===== src/rtl/router_output_ctrl_pkg.sv =====
// Shared router definitions: default flit width and virtual-channel encoding.
// Used by both the input and the output controllers of the ring router.
package router_pkg;

  localparam int ROUTER_DATA_W = 64;

  typedef logic vc_t;

  localparam vc_t VC_EVEN = 1'b0;
  localparam vc_t VC_ODD  = 1'b1;

  // polarity=1 puts the even VC on the link and lets the switch fill the odd one
  function automatic vc_t txVcOf(input logic polarity);
    return polarity ? VC_EVEN : VC_ODD;
  endfunction

  function automatic vc_t wrVcOf(input logic polarity);
    return polarity ? VC_ODD : VC_EVEN;
  endfunction

endpackage


===== src/rtl/router_output_ctrl_if.sv =====
// Switch-side and link-side handshake bundle of the router output controller.
// master = switch/link environment, slave = the output controller itself.
interface router_output_ctrl_if
  import router_pkg::*;
#(
  parameter int DATA_W = ROUTER_DATA_W
);

  logic              req;
  logic [DATA_W-1:0] di;
  logic              ack;
  logic              so;
  logic              ro;
  logic [DATA_W-1:0] dout;

  modport master (output req, di, ro, input ack, so, dout);
  modport slave  (input req, di, ro, output ack, so, dout);

endinterface


===== src/rtl/router_output_ctrl_vc_buf.sv =====
// One-entry virtual-channel buffer: EMPTY <-> FULL, contents kept after a read.
module router_vc_buf
  import router_pkg::*;
#(
  parameter int DATA_W = ROUTER_DATA_W
) (
  input  logic              clk,
  input  logic              reset,
  input  logic              wr_i,
  input  logic [DATA_W-1:0] di_i,
  input  logic              rd_i,
  output logic              full_o,
  output logic [DATA_W-1:0] dout_o
);

  logic              full_q, full_d;
  logic [DATA_W-1:0] data_q, data_d;

  // Next state: a read empties the slot, a write fills it (never both in practice)
  always_comb begin
    full_d = full_q;
    data_d = data_q;
    if (rd_i) begin
      full_d = 1'b0;
    end
    if (wr_i) begin
      full_d = 1'b1;
      data_d = di_i;
    end
  end

  // State register with synchronous clear
  always_ff @(posedge clk) begin
    if (reset) begin
      full_q <= 1'b0;
      data_q <= '0;
    end else begin
      full_q <= full_d;
      data_q <= data_d;
    end
  end

  assign full_o = full_q;
  assign dout_o = data_q;

endmodule


===== src/rtl/router_output_ctrl.sv =====
// Router output-port controller: two one-entry VC buffers, the switch writes
// one VC while the link drains the other, selected by the global polarity.
// Optional statistics counters are enabled with `define ROUTER_OUT_STATS_EN.
module router_output_ctrl
  import router_pkg::*;
#(
  parameter int DATA_W = ROUTER_DATA_W,
  parameter int CNT_W  = 16
) (
  input  logic                  clk,
  input  logic                  reset,
  input  logic                  polarity,
  router_output_ctrl_if.slave   bus
`ifdef ROUTER_OUT_STATS_EN
  ,
  output logic [CNT_W-1:0]      sent_cnt,
  output logic [CNT_W-1:0]      stall_cnt
`endif
);

  vc_t               txVc;
  vc_t               wrVc;
  logic              fullEven;
  logic              fullOdd;
  logic [DATA_W-1:0] dataEven;
  logic [DATA_W-1:0] dataOdd;
  logic              txFull;
  logic              wrFull;
  logic [DATA_W-1:0] txData;
  logic              accept;
  logic              deliver;
  logic              sendOut;

  assign txVc = txVcOf(polarity);
  assign wrVc = wrVcOf(polarity);

  // Handshake muxing: everything is combinational from buffer state, polarity and req
  always_comb begin
    txFull  = (txVc == VC_EVEN) ? fullEven : fullOdd;
    wrFull  = (wrVc == VC_EVEN) ? fullEven : fullOdd;
    txData  = (txVc == VC_EVEN) ? dataEven : dataOdd;
    accept  = bus.req & ~reset & ~wrFull;
    sendOut = ~reset & txFull;
    deliver = sendOut & bus.ro;
  end

  assign bus.ack  = accept;
  assign bus.so   = sendOut;
  assign bus.dout = reset ? '0 : txData;

  router_vc_buf #(.DATA_W(DATA_W)) uEvenBuf (
    .clk    (clk),
    .reset  (reset),
    .wr_i   (accept & (wrVc == VC_EVEN)),
    .di_i   (bus.di),
    .rd_i   (deliver & (txVc == VC_EVEN)),
    .full_o (fullEven),
    .dout_o (dataEven)
  );

  router_vc_buf #(.DATA_W(DATA_W)) uOddBuf (
    .clk    (clk),
    .reset  (reset),
    .wr_i   (accept & (wrVc == VC_ODD)),
    .di_i   (bus.di),
    .rd_i   (deliver & (txVc == VC_ODD)),
    .full_o (fullOdd),
    .dout_o (dataOdd)
  );

`ifdef ROUTER_OUT_STATS_EN
  logic [CNT_W-1:0] sentCnt_q, sentCnt_d;
  logic [CNT_W-1:0] stallCnt_q, stallCnt_d;

  // Saturating link statistics: delivered flits and back-pressured cycles
  always_comb begin
    sentCnt_d  = sentCnt_q;
    stallCnt_d = stallCnt_q;
    if (deliver && (sentCnt_q != {CNT_W{1'b1}})) begin
      sentCnt_d = sentCnt_q + 1'b1;
    end
    if (sendOut && !bus.ro && (stallCnt_q != {CNT_W{1'b1}})) begin
      stallCnt_d = stallCnt_q + 1'b1;
    end
  end

  // Counter registers, cleared by reset
  always_ff @(posedge clk) begin
    if (reset) begin
      sentCnt_q  <= '0;
      stallCnt_q <= '0;
    end else begin
      sentCnt_q  <= sentCnt_d;
      stallCnt_q <= stallCnt_d;
    end
  end

  assign sent_cnt  = sentCnt_q;
  assign stall_cnt = stallCnt_q;
`endif

endmodule


===== src/flat_wrapper.sv =====
// flat-port wrapper written by rule: the top's interface ports become plain ports
module router_output_ctrl_flat import router_pkg::*;
#(
  parameter int DATA_W = ROUTER_DATA_W,
  parameter int CNT_W  = 16
)
  (clk, reset, polarity, bus_req, bus_di, bus_ro, bus_ack, bus_so, bus_dout);
  router_output_ctrl_if #(.DATA_W(DATA_W)) bus_i ();
  input  logic clk;
  input  logic reset;
  input  logic polarity;
  input wire logic [$bits(bus_i.req)-1:0] bus_req;
  input wire logic [$bits(bus_i.di)-1:0] bus_di;
  input wire logic [$bits(bus_i.ro)-1:0] bus_ro;
  output wire logic [$bits(bus_i.ack)-1:0] bus_ack;
  output wire logic [$bits(bus_i.so)-1:0] bus_so;
  output wire logic [$bits(bus_i.dout)-1:0] bus_dout;
  assign bus_i.req = bus_req;
  assign bus_i.di = bus_di;
  assign bus_i.ro = bus_ro;
  assign bus_ack = bus_i.ack;
  assign bus_so = bus_i.so;
  assign bus_dout = bus_i.dout;
  router_output_ctrl #(.DATA_W(DATA_W), .CNT_W(CNT_W)) u_core (.clk(clk), .reset(reset), .polarity(polarity), .bus(bus_i));
endmodule

===== config.mk =====
export PLATFORM = sky130hd
export DESIGN_NAME = router_output_ctrl_flat
export DESIGN_NICKNAME = d
export VERILOG_FILES = /design/src/rtl/router_output_ctrl_pkg.sv /design/src/rtl/router_output_ctrl_if.sv /design/src/rtl/router_output_ctrl_vc_buf.sv /design/src/rtl/router_output_ctrl.sv /design/src/flat_wrapper.sv
export SDC_FILE = /design/constraint.sdc
export NUM_CORES = 1
export LEC_CHECK = 0
export BUFFER_PORTS_ARGS = -buffer_cell sky130_fd_sc_hd__clkbuf_2
export CORE_ASPECT_RATIO = 1.5
export CORE_MARGIN = 2
export CORE_UTILIZATION = 53
export DETAILED_ROUTE_END_ITERATION = 10
export PLACE_DENSITY_LB_ADDON = 0.12
export SYNTH_ARGS = -nofsm -noshare
export SYNTH_HDL_FRONTEND = slang
export SYNTH_SLANG_ARGS = --single-unit

===== constraint.sdc =====
create_clock -name clk -period 1.65 [get_ports clk]
set_input_delay 0.0825 -clock clk [delete_from_list [all_inputs] [get_ports clk]]
set_output_delay 0.0825 -clock clk [all_outputs]
set_load 0.005 [all_outputs]

# Word level (Yosys, flattened, before mapping)
# Index checks and enable logic that the tools add are counted.
[classes]
n_mux = 10
n_bitwise = 11
reduce_logical = 2
[op_table]
columns = ["operator", "n"]
rows = [
  ["$mux W64", 2],
  ["$and A1 B1 Y1", 8],
  ["$mux W1", 8],
  ["$reduce_bool A2 Y1", 2],
  ["$not A1 Y1", 3],
]
[totals]
ff_bits = 130
inputBits = 69
out_inout_bits = 66
wordCells = 27

# Logic depth before layout (Yosys ltp)
[depth]
depth_word = 6
ltp_mapped = 6
ltp_nobuf = 3

# By module
# A second synthesis with hierarchy kept.
[unflattened]
hier_cells = 574
hier_area_um2 = 5833.1
[modules_own_cells]
columns = ["mod", "n_inst", "cells_per_inst", "area_each_um2", "seq_area_each_um2"]
rows = [
  ["router_vc_buf", 2, 210, 2344.7, 1301.2],
  ["router_output_ctrl", 1, 154, 1143.6, 0.0],
]

# Least setup slack after synthesis
# No wires, ideal clock.
[synth_path]
path_type = "reg-to-reg"
start = "register u_core.uEvenBuf.full_q (netlist: u_core.uEvenBuf.full_o)"
end = "register u_core.uEvenBuf.data_q[10] (netlist: u_core.uEvenBuf.dout_o[10])"
setup_ns = 0.132
arrival_time_ns = 1.082
t_required_ns = 1.518
setup_slack_ns = 0.436
path_stages_with_launch = 6
path_buffers = 2
period_less_slack_ns = 1.214
path_cell_list = "dfxtp_1 or3b_1 buf_6 buf_6 nand2_1 a21oi_1"
[synth_between]
elab_chain_len = 4
[synth_rtl]
columns = ["element", "line_no", "source"]
rows = [
  ["from (decl)", "router_output_ctrl_vc_buf.sv:16", "logic full_q, full_d;"],
  ["from (signal assigned)", "router_output_ctrl_vc_buf.sv:38", "full_q <= full_d;"],
  ["$mux W1", "router_output_ctrl.sv:40", "wrFull = (wrVc == VC_EVEN) ? fullEven : fullOdd;"],
  ["$not A1 Y1", "router_output_ctrl.sv:42", "accept = bus.req & ~reset & ~wrFull;"],
  ["$and A1 B1 Y1", "router_output_ctrl.sv:42", ""],
  ["$and A1 B1 Y1", "router_output_ctrl.sv:54", ".wr_i (accept & (wrVc == VC_EVEN)),"],
  ["to (signal assigned)", "router_output_ctrl_vc_buf.sv:39", "data_q <= data_d;"],
  ["to (decl)", "router_output_ctrl_vc_buf.sv:17", "logic [DATA_W-1:0] data_q, data_d;"],
]
# Every way passes these cells.
# A chain may end at the register's enable or synchronous reset.

# Worst setup path in the final report
[layout_path]
start = "register u_core.uEvenBuf.full_q (netlist: u_core.uEvenBuf.full_o)"
end = "output port bus_ack"
[layout_between]
elab_chain_len = 3
[layout_rtl]
columns = ["element", "line_no", "source"]
rows = [
  ["$mux W1", "router_output_ctrl.sv:40", ""],
  ["$not A1 Y1", "router_output_ctrl.sv:42", ""],
  ["$and A1 B1 Y1", "router_output_ctrl.sv:42", ""],
  ["to (decl)", "flat_wrapper.sv:15", "output wire logic [$bits(bus_i.ack)-1:0] bus_ack;"],
]
# Every way passes these cells.

==> run_results.csv <==
group,metric,value,unit
critical_path,r2r_cells,4,
sta,fin_hold_ws,0.05811,ns
clocking,tritoncts,"done",
logic_synthesis,syn-instance-count,716,
critical_path,arrival,1.38,ns
global_route,grt_first_pass_wirelength,22.51,mm
logic_synthesis,synth-warning-count,0,
critical_path,cp_slowest_cell,"sky130_fd_sc_hd__dfxtp_1",
logic_synthesis,avgSynthCellArea,7.738,um^2
routing,antenna_nets_post_route,0,
clocking,cts_made_buffers,17,
critical_path,timing.reg2reg.setup_slack,0.22,ns
global_route,grt_overflow,0,
job,max_cap_check_violation_count,0,
cells_and_area,layout.cells.most_common_list,"258 x sky130_fd_sc_hd__nand2_1, 132 x sky130_fd_sc_hd__clkbuf_2, 130 x sky130_fd_sc_hd__a21oi_1, 130 x sky130_fd_sc_hd__dfxtp_1, 67 x sky130_fd_sc_hd__dlygate4sd3_1",
floorplan,design.die.area,0.01130,mm^2
routing,drt_drc_violations_left,0,
logic_synthesis,post_synth_instance_area,0.005540,mm^2
global_route,grt_pass1_vias,5146,
sta,fin_worst_skew,0.004933,ns
critical_path,worstSetupPathType,"flip-flop to output port",
global_route,grt_max_degree,70,
critical_path,startpoint_type,"flip-flop",
min_path,whs_endpoint,"u_core.uEvenBuf.full_o",
sta,rsz0062_at_grt,"no",
sta,min_period_over_period,0.8878,
logic_synthesis,yosys_register_bits,130,
clocking,insertion_delay,0.40,ns
pwr,power.density_cell_area,1032,mW/mm^2
cells_and_area,layout.cells.most_common,"sky130_fd_sc_hd__nand2_1",
routing,drt_iter0_drc,305,
cells_and_area,multi_input_area,0.002592,mm^2
sta,worst_pin_slew,0.5071,ns
floorplan,placement_rows,45,
cells_and_area,flow.area_growth_from_synthesis,33.47,%
floorplan,design.portCount,135,
clocking,clock_sink_count,130,
pwr,peakVddDrop,914.4,uV
pwr,leakage_power_total,3.213,nW
critical_path,critical-path-max-stage-delay,0.36,ns
cells_and_area,final_layout_size_suffix_gt1_frac,0.2024,
place,io_buffers,134,
critical_path,timing.critical_path.fanout_max,5,
min_path,worst_hold_path.num_cells,2,
logic_synthesis,post_synth_num_cell_types,19,
logic_synthesis,synth_nets,785,
global_route,grt_antenna_before_repair,0,
min_path,worst_hold_path_type,"input pin to flip-flop",
critical_path,crit_required,1.57,ns
min_path,hp-start,"reset",
cells_and_area,nets,960,
routing,detailroute.via_count,5354,
cells_and_area,num-fill-cells,819,
routing,drt-total-wl,13.71,mm
floorplan,initial_core_utilization,0.5467,
clocking,cts-root-to-sink-buffers,2,
floorplan,die_h,129.2,um
cells_and_area,final_util,0.7296,
place,gp_routability_congestion,0.7885,
cells_and_area,register_area,0.002603,mm^2
routing,routed_via_density,5.244,
clocking,cts.reportedPaths.clkPinSlew,0.05,ns
critical_path,timing.critical_path.to_type,"output port",
clocking,post-cts-setup-buffers,0,
status,status,"complete, no violations",
clocking,cts-htree-levels,4,
logic_synthesis,ys_seq_area_frac,0.4697,
sta,totalNegativeSetupSlack,0,ns
floorplan,core,0.01013,mm^2
cells_and_area,antennaDiodeCount,0,
clocking,cts_root_buf,"sky130_fd_sc_hd__clkbuf_16",
routing,wl_per_cell,13.43,um
sta,timing_max_transition_violations_final,0,
critical_path,r2r_end,"u_core.uEvenBuf.dout_o[41]",
global_route,track_usage,0.2484,
place,hpwl,8.126,mm
critical_path,reg2reg_from,"u_core.uEvenBuf.full_o",
routing,drt-pass1-iter-count,5,
sta,finalHoldViolations,0,
sta,clock.fmax,0.6827,GHz
sta,slew-limit-headroom,0.6619,
sta,period_minus_slack,1.465,ns
floorplan,die-width,87.48,um
sta,setup_viol,0,
critical_path,timing.critical_path.cells,"mux2_2 > nor3b_1 > clkbuf_2",
-- state kept, by name, indices dropped and copies added, names as in the netlist --
name and count:
u_core.uEvenBuf.dout_o 64, u_core.uEvenBuf.full_o 1, u_core.uOddBuf.dout_o 64, u_core.uOddBuf.full_o 1
-- worst max-delay path: cells and delay by family (launching register included) --
family / cells / cell delay [ns]
simple gates: 1 / 0.19
flops: 1 / 0.36
buf+inv: 1 / 0.15
mux: 1 / 0.28
-- stage by stage --
stage	setup slack (ns)	total power, mW	cell area (um^2)	instances
global placement	0.2486	4.138	6172	922
CTS	0.1689	7.686	7395	1021
floorplan	0.4355	3.914	5540	716
finish	0.1852	7.628	7395	1021
global route	0.07056	7.949	7395	1021
detailed placement	0.2226	4.169	6172	922
-- power breakdown --
group	switching, mW	internal, mW	total, mW	leakage [nW]
registers	0.0731	3.29	3.36	1.06
clock network	1.30	2.10	3.40	0.273
logic	0.467	0.401	0.868	1.88
total	1.84	5.79	7.63	3.21
-- Yosys cell counts (all sizes together) --
cell    count  area [um^2]
a21oi     130        650.6
and3b       1        8.760
buf        42        289.0
clkbuf     16        60.06
dfxtp     130         2603
inv         1        3.750
mux2        1        11.26
mux2i      65        650.6
nand2     258        968.4
nand3b      1        7.510
nor2       66        247.7
nor2b       1        6.260
nor3b       2        20.02
o21ai       1        5.000
or3b        1        8.760
-- layout make-up --
type	count	area share
Sequential cell	130	0.3519
Multi-Input combinational cell	527	0.3506
Timing Repair Buffer	214	0.2025
Clock buffer	22	0.06684
Tap cell	117	0.01980
Clock inverter	10	0.007783
Inverter	1	0.0005076
-- how the worst max path moves through the flow --
| stage | slack (ns) | depth (start not counted) | endpoint | startpoint |
|---|---|---|---|---|
| final | 0.19 | 3 | bus_ack | u_core.uEvenBuf.full_o |
| after global routing | 0.07 | 3 | bus_ack | u_core.uEvenBuf.full_o |
| after floorplan | 0.44 | 5 | u_core.uEvenBuf.dout_o[10] | u_core.uEvenBuf.full_o |
| after CTS | 0.17 | 3 | bus_ack | u_core.uEvenBuf.full_o |
| after detailed placement | 0.22 | 4 | u_core.uEvenBuf.dout_o[41] | u_core.uEvenBuf.full_o |
| after global placement | 0.25 | 4 | u_core.uEvenBuf.dout_o[29] | u_core.uEvenBuf.full_o |
-- metal layers --
metal | GRT usage | share of wire | vias up
li1 | - | - | 2664
met1 | 0.2792 | 0.40 | 2519
met2 | 0.4443 | 0.53 | 152
met3 | 0.07197 | 0.055 | 19
met4 | 0.08145 | 0.015 | 0
met5 | 0 | 0 | -
-- repair_timing --
action,in CTS,in global routing
endpoints found under the hold margin,130,0
hold buffers,67,0
endpoints found under the setup margin,0,0
resized for setup,0,0
-- cell families after synthesis --
kind of cell	share of synthesized area
and+or+nand+nor	0.2288
AOI/OAI and AO/OA	0.1183
muxes	0.1195
DFF	0.4697
buffers and inverters	0.06369
Power figures use the tool's default switching activity.
